**config.mk**
```make
export PLATFORM = sky130hd
export DESIGN_NAME = axi_read_reorder
export DESIGN_NICKNAME = d
export VERILOG_FILES = /design/src/rtl/axi_read_reorder.sv
export SDC_FILE = /design/constraint.sdc
export NUM_CORES = 1
export LEC_CHECK = 0
export CAP_MARGIN = 30
export CORE_MARGIN = 8
export CORE_UTILIZATION = 58
export DETAILED_ROUTE_END_ITERATION = 16
export PLACE_DENSITY = 0.76
export RECOVER_POWER = 50
export SYNTH_ARGS = -nofsm -noshare
export SYNTH_HDL_FRONTEND = slang
export SYNTH_SLANG_ARGS = --single-unit
```
**constraint.sdc**
```tcl
create_clock -name clk -period 9.7 [get_ports clk]
set_clock_uncertainty 0.2 [all_clocks]
set_input_delay 1.455 -clock clk [delete_from_list [all_inputs] [get_ports clk]]
set_output_delay 1.455 -clock clk [all_outputs]
set_load 0.05 [all_outputs]
```
**src/rtl/axi_read_reorder.sv**
```systemverilog
`default_nettype none
// ============================================================================
// Module   : axi_read_reorder
// Purpose  : Restores AR issue order on R responses returned out of order by
//            a downstream AXI slave, using a circular slot buffer.
// Revision : 1.0
// ============================================================================
module axi_read_reorder #(
  parameter int DATA_WIDTH = 8,
  parameter int ID_WIDTH   = 4,
  parameter int DEPTH      = 16,
  parameter int RESP_WIDTH = 2
) (
  input  logic                         clk,
  input  logic                         rst_n,
  // slave-side AR
  input  logic [ID_WIDTH-1:0]          s_arid_i,
  input  logic                         s_arvalid_i,
  output logic                         s_arready_o,
  // slave-side R
  output logic [DATA_WIDTH-1:0]        s_rdata_o,
  output logic [ID_WIDTH-1:0]          s_rid_o,
  output logic [RESP_WIDTH-1:0]        s_rresp_o,
  output logic                         s_rvalid_o,
  input  logic                         s_rready_i,
  // master-side AR
  output logic [ID_WIDTH-1:0]          m_arid_o,
  output logic                         m_arvalid_o,
  input  logic                         m_arready_i,
  // master-side R
  input  logic [DATA_WIDTH-1:0]        m_rdata_i,
  input  logic [ID_WIDTH-1:0]          m_rid_i,
  input  logic [RESP_WIDTH-1:0]        m_rresp_i,
  input  logic                         m_rvalid_i,
  output logic                         m_rready_o,
  // status
  output logic [$clog2(DEPTH+1)-1:0]   occupancy_o,
  output logic                         unmatched_o
);

  localparam int PTR_W = $clog2(DEPTH);
  localparam int OCC_W = $clog2(DEPTH+1);
  localparam logic [OCC_W-1:0] C_FULL = OCC_W'(DEPTH);

  logic [DEPTH-1:0]       r_valid;
  logic [DEPTH-1:0]       r_filled;
  logic [ID_WIDTH-1:0]    r_id   [DEPTH];
  logic [DATA_WIDTH-1:0]  r_data [DEPTH];
  logic [RESP_WIDTH-1:0]  r_resp [DEPTH];

  logic [PTR_W-1:0]       r_head;
  logic [PTR_W-1:0]       r_tail;
  logic [OCC_W-1:0]       r_occ;
  logic                   r_unmatched;

  logic                   w_full;
  logic                   w_alloc;
  logic                   w_mr_hs;
  logic                   w_drain;
  logic                   w_match;
  logic [PTR_W-1:0]       w_match_idx;
  logic [PTR_W-1:0]       w_scan;

  // Full comes from registered occupancy, so a same-cycle drain never frees AR.
  assign w_full      = (r_occ == C_FULL);
  assign m_arvalid_o = s_arvalid_i & ~w_full;
  assign s_arready_o = m_arready_i & ~w_full;
  assign m_arid_o    = s_arid_i;
  assign m_rready_o  = rst_n;

  assign w_alloc = s_arvalid_i & s_arready_o;
  assign w_mr_hs = m_rvalid_i & m_rready_o;

  assign s_rvalid_o  = r_valid[r_head] & r_filled[r_head];
  assign s_rdata_o   = r_data[r_head];
  assign s_rid_o     = r_id[r_head];
  assign s_rresp_o   = r_resp[r_head];
  assign w_drain     = s_rvalid_o & s_rready_i;
  assign occupancy_o = r_occ;
  assign unmatched_o = r_unmatched;

  // Oldest-first search from head keeps same-ID responses in issue order.
  always_comb begin
    w_match     = 1'b0;
    w_match_idx = '0;
    w_scan      = '0;
    for (int k = 0; k < DEPTH; k++) begin
      w_scan = r_head + PTR_W'(k);
      if (!w_match && r_valid[w_scan] && !r_filled[w_scan] && (r_id[w_scan] == m_rid_i)) begin
        w_match     = 1'b1;
        w_match_idx = w_scan;
      end
    end
  end

  always_ff @(posedge clk) begin
    if (!rst_n) begin
      r_valid     <= '0;
      r_filled    <= '0;
      r_head      <= '0;
      r_tail      <= '0;
      r_occ       <= '0;
      r_unmatched <= 1'b0;
    end else begin
      if (w_alloc) begin
        r_valid[r_tail]  <= 1'b1;
        r_filled[r_tail] <= 1'b0;
        r_tail           <= r_tail + 1'b1;
      end
      if (w_mr_hs && w_match) begin
        r_filled[w_match_idx] <= 1'b1;
      end
      if (w_drain) begin
        r_valid[r_head]  <= 1'b0;
        r_filled[r_head] <= 1'b0;
        r_head           <= r_head + 1'b1;
      end
      r_occ       <= r_occ + OCC_W'(w_alloc) - OCC_W'(w_drain);
      r_unmatched <= w_mr_hs & ~w_match;
    end
  end

  // Payload storage carries no reset; validity bits alone qualify it.
  always_ff @(posedge clk) begin
    if (w_alloc) begin
      r_id[r_tail] <= s_arid_i;
    end
    if (w_mr_hs && w_match) begin
      r_data[w_match_idx] <= m_rdata_i;
      r_resp[w_match_idx] <= m_rresp_i;
    end
  end

endmodule
`default_nettype wire

```
# Word level (Yosys, flattened, before mapping)

Memory sizes are Yosys's and may differ from the RTL's. A register that Yosys moved wholly into a read port is not among the register bits.
Index checks and enable logic that the tools add are counted.

Word-level logic and storage cells: 283
Output and inout port bits: 28
Input port bits: 24
Bits in registers: 46
Memories kept: 3
RAM bits: 224

Memories:

| memory | depth | width | rd ports | clocked after memory_dff | wr ports | RTL line | text |
|---|---|---|---|---|---|---|---|
| r_data | 16    | 8     | 1        | 1                        | 1        | 48       | `logic [DATA_WIDTH-1:0] r_data [DEPTH];` |
| r_id   | 16    | 4     | 16       | 1                        | 1        | 47       | `logic [ID_WIDTH-1:0] r_id [DEPTH];` |
| r_resp | 16    | 2     | 1        | 1                        | 1        | 49       | `logic [RESP_WIDTH-1:0] r_resp [DEPTH];` |

Order comparisons: 21
Reduce and logical (&&, ||, !) cells: 82
Muxes and demuxes: 120
Add/sub/neg operators: 18
Equal/unequal tests: 17
Bitwise operators: 16

Operators with widths:

| kind                                                              | count |
|---|---|
| binary-select mux 1 bit (select 4 bit)                            | 32 |
| 2-to-1 mux 16 bit                                                 | 8 |
| < comparator 4 x 5 -> 1 bit, second input constant                | 18 |
| 2-to-1 mux 4 bit                                                  | 22 |
| equality test 4 bit                                               | 16 |
| 2-to-1 mux 1 bit                                                  | 55 |
| logical AND 1 bit                                                 | 51 |
| AND 16 bit                                                        | 3 |
| adder 4 bit, second input constant                                | 8 |
| inverter 16 bit                                                   | 2 |
| bitwise OR 16 bit                                                 | 2 |
| zero test 1 bit                                                   | 31 |
| adder 4 x 3 -> 4 bit, second input constant                       | 4 |
| demux 1 bit (select 4 bit)                                        | 3 |
| greater-or-equal comparator 4 x 1 -> 1 bit, second input constant | 3 |
| adder 4 x 1 -> 4 bit, second input constant                       | 2 |
| adder 4 x 2 -> 4 bit, second input constant                       | 2 |
| AND 1 bit                                                         | 7 |
| adder 5 x 1 -> 5 bit                                              | 1 |
| equality test 5 bit, second input constant                        | 1 |
| subtractor 5 x 1 -> 5 bit                                         | 1 |
| inverter 1 bit                                                    | 2 |

# Longest topological paths before layout

Depth after elaboration: 90
Gate-level depth with buffers: 28

# Least setup slack after synthesis

Ideal clock, no wire load.

Path type: reg2reg
Start point: reg r_head[1]
End point: mem r_data[13][0] (enable)
Arrival time: 5.795 ns
Setup time: 0.376 ns
Period minus slack after synthesis: 6.371 ns
Cell stages (with the launch flop): 24
Data required time: 9.124 ns
Setup slack: 3.329 ns
Cells stage by stage: dfxtp_1 > buf_6 > buf_6 > buf_6 > clkinv_1 > buf_2 > ha_1 > buf_6 > buf_2 > buf_1 > mux4_2 > mux4_2 > xor2_1 > a21oi_1 > and3_1 > buf_1 > or2_2 > clkbuf_2 > or3_1 > a2111oi_1 > a31oi_1 > or3_1 > buf_6 > nor2_1

Word-level cells in the longest chain between the ends: 84
Elaborated cells between the ends (all ways): 208
Classes of those cells: add/sub (15); eq/ne (15); mux (98); reduce/logical (79); memory (1)

Ends and longest elaborated chain:

| item                                                                          | RTL line | text |
|---|---|---|
| start, declared                                                               | 51       | `logic [PTR_W-1:0] r_head;` |
| start signal, assigned                                                        | 116      | `r_head <= r_head + 1'b1;` |
| parallel branches: the longest is 84 deep, another holds adder 4 x 1 -> 4 bit | --       |  |
| end, declared                                                                 | 48       |  |

Several ways; the timed one is not identified. The select of a mux whose other input is x is not followed.

# Worst setup path after layout

Start point: reg r_head[1]
End point: mem r_data[5][6] (enable)

The elaborated chain is that of the path after synthesis.

==> results.json <==
{
  "async_flop_share": 0,
  "synth_most_common_cell": "edfxtp_1",
  "synthFlopType": "edfxtp_1",
  "yosys.area.top_type": "edfxtp_1",
  "grt_pass1_wl_um": 90200,
  "power_uw": 2630,
  "gp_congestion": 1.00,
  "die_area_um2": 39700,
  "min_path_type": "reg -> reg",
  "viasPerCell": 7.50,
  "num_io_pins": 52,
  "num_rows": 67,
  "leakage_uw": 0.00668,
  "cp-start-kind": "register",
  "syn_to_final_growth_pct": 8.34,
  "wl_per_cell_um": 30.8,
  "synth_warnings": 0,
  "fin_nets": 1529,
  "post-synth-top-area-fraction": 0.345,
  "tightest_slew_ns": 1.10,
  "grt_max_degree": 65,
  "crit-reg2reg-capture": "r_data[5][6]$_DFFE_PP_",
  "fin_crit_ns": 7.70,
  "ys_ff_latch": 274,
  "grt_pass1_vias": 13900,
  "worstReg2RegStart": "r_head[1]$_SDFFE_PN0P_",
  "crit_path_end_kind": "register",
  "clock-sinks": 274,
  "clk_latency_ns": 0.57,
  "min-delay-start": "r_valid[10]$_SDFF_PN0_",
  "vias": 14600,
  "drt_iter0_drc": 2204,
  "synthTopCellsByCount": "edfxtp_1, mux4_2, mux2i_1",
  "antenna_found_initial": 0,
  "reg2regPathDepth": 16,
  "status": "complete, no violations",
  "wirelength_um": 60000,
  "cts.clk_slew.worst_paths_ns": 0.07,
  "slew_viol_final": 0,
  "ctsResizeCount": 0,
  "cts_setup_buffers": 0,
  "ys_types": 100,
  "nFillCells": 2418,
  "port_buffers": 51,
  "cts_hold_buf": 0,
  "drive_gt1_frac": 0.235,
  "peakVddDrop_v": 0.000175,
  "grt_usage": 0.304,
  "report.final.hold_viol_count": 0,
  "relSlewSlack": 0.264,
  "h-tree-depth": 1,
  "seq_area_frac_synth": 0.397,
  "dp_cells": 1896,
  "crit_type": "reg -> reg",
  "min_to": "r_valid[10]$_SDFF_PN0_",
  "antenna_cells": 0,
  "hpwl_um": 42600,
  "die-width_um": 199,
  "syn_avg_cell_area_um2": 13.1,
  "crit_fanout": 64,
  "synth.area.top_cells": "edfxtp_1, mux4_2, mux2i_1",
  "antenna_left": 0,
  "core_um2": 33300,
  "cts_buffer_depth": 3,
  "setup_tns_ns": 0,
  "fmax_mhz": 130,
  "powerDensity_nw_per_um2": 125,
  "syn_inst": 1483,
  "root_buffer": "clkbuf_16",
  "multiInputGateArea_um2": 10900,
  "cts_tree": "built",
  "timing.final.crit_share": 0.793,
  "setup_viol": 0,
  "numCtsBuffers": 27,
  "start_util": 0.585,
  "cap_violations": 0,
  "drt_pre_antenna_iters": 6,
  "syn_area_um2": 19500,
  "rsz0062_at_grt": "no",
  "crit_required_ns": 9.69,
  "rrSetupSlack_ns": 2.00,
  "whs_path_depth": 2,
  "syn-num-nets": 1532,
  "drc": 0,
  "cp_data_arrival_time_ns": 7.69,
  "grt_overflow_total": 0,
  "die_h_um": 199,
  "synth-edff-count": 224,
  "final_cells": 1949,
  "register_area_um2": 7740
}
-- power breakdown --
part,switching [uW],leakage (uW),internal (uW)
Sequential,13.2,0.00242,1280
Combinational,134,0.00380,70.7
Clock,480,0.000462,653
-- stage by stage --
stage | utilization | instance area [um^2] | setup WS [ns] | hold WS (ns)
after global placement | 0.603 | 20100 | 2.38 | 0.274
after floorplan | - | 19500 | 3.33 | 0.254
after detailed placement | 0.605 | 20100 | 2.20 | 0.294
after CTS | 0.633 | 21100 | 2.18 | 0.304
final | 0.634 | 21100 | 2.00 | 0.313
after global routing | 0.634 | 21100 | 1.63 | 0.331
-- cell type report --
cell class	count	share of cell area
clock inverter	20	0.0124
sequential	274	0.367
multi-input combinational	1059	0.517
tap	448	0.0266
inverter	29	0.00516
timing repair buffer	89	0.0395
clock buffer	30	0.0326
-- sequential cells by signal (all words and copies together), names as in the netlist, named ones only --
name and flops:
occupancy_o 5, r_valid 16, unmatched_o 1, r_id 64, r_filled 16, r_resp 32, r_head 4, r_data 128
r_tail 4
-- logic make-up after synthesis --
kind of cell    after synthesis  share of synthesized area
fa+ha+maj                    25                     0.0164
buf+inv                     150                     0.0452
flops                       274                      0.397
compound gates              204                     0.0767
simple gates                422                      0.122
mux                         338                      0.311
xor+xnor                     70                     0.0326
-- per-layer routing --
metal / vias up / GRT usage / wire, um
met5: - / 0.0102 / 54
met2: 1145 / 0.446 / 26100
met4: 2 / 0.0802 / 1840
met3: 151 / 0.0842 / 8480
li1: 5991 / - / -
met1: 7338 / 0.442 / 23600
-- worst max-delay path by stage --
| stage | slack (ns) | end | cells past startpoint | start |
|---|---|---|---|---|
| 2_1_floorplan | 3.33 | r_data[13][0]$_DFFE_PP_ | 23 | r_head[1]$_SDFFE_PN0P_ |
| 3_3_place_gp | 2.38 | r_data[0][0]$_DFFE_PP_ | 15 | r_head[1]$_SDFFE_PN0P_ |
| 3_5_place_dp | 2.20 | r_data[0][0]$_DFFE_PP_ | 15 | r_head[1]$_SDFFE_PN0P_ |
| 4_1_cts | 2.18 | r_data[0][2]$_DFFE_PP_ | 15 | r_head[1]$_SDFFE_PN0P_ |
| 5_1_grt | 1.63 | r_data[0][1]$_DFFE_PP_ | 15 | r_head[1]$_SDFFE_PN0P_ |
| 6_report | 2.00 | r_data[5][6]$_DFFE_PP_ | 16 | r_head[1]$_SDFFE_PN0P_ |
-- cells in the final DEF (no fill, tap or decap), types with 34 or more instances in the layout --
cell             synthesis  layout
xnor2_1                 45      43
nand3b_1                34      34
o21ai_0                 37      37
clkdlybuf4s50_1          0      34
mux2i_1                106     106
nand2_1                 55      55
edfxtp_1               224     224
dfxtp_1                 50      45
mux4_2                 191     191
nor2_1                  97      97
-- critical path, cell delays in order, from the launching register on --
cell,delay [ns]
dfxtp_4,0.36
clkinv_1,0.43
buf_4,0.39
ha_4,0.82
buf_4,0.41
mux4_2,0.56
mux4_2,0.48
xnor2_1,0.15
o21ai_0,0.23
nor3_1,0.27
or4_4,0.65
or3_1,0.43
or2_1,0.24
a31oi_1,0.33
and2b_1,0.28
nand2b_1,0.26
nor2_1,0.78
Note: power is estimated with default switching activity, not from simulation.
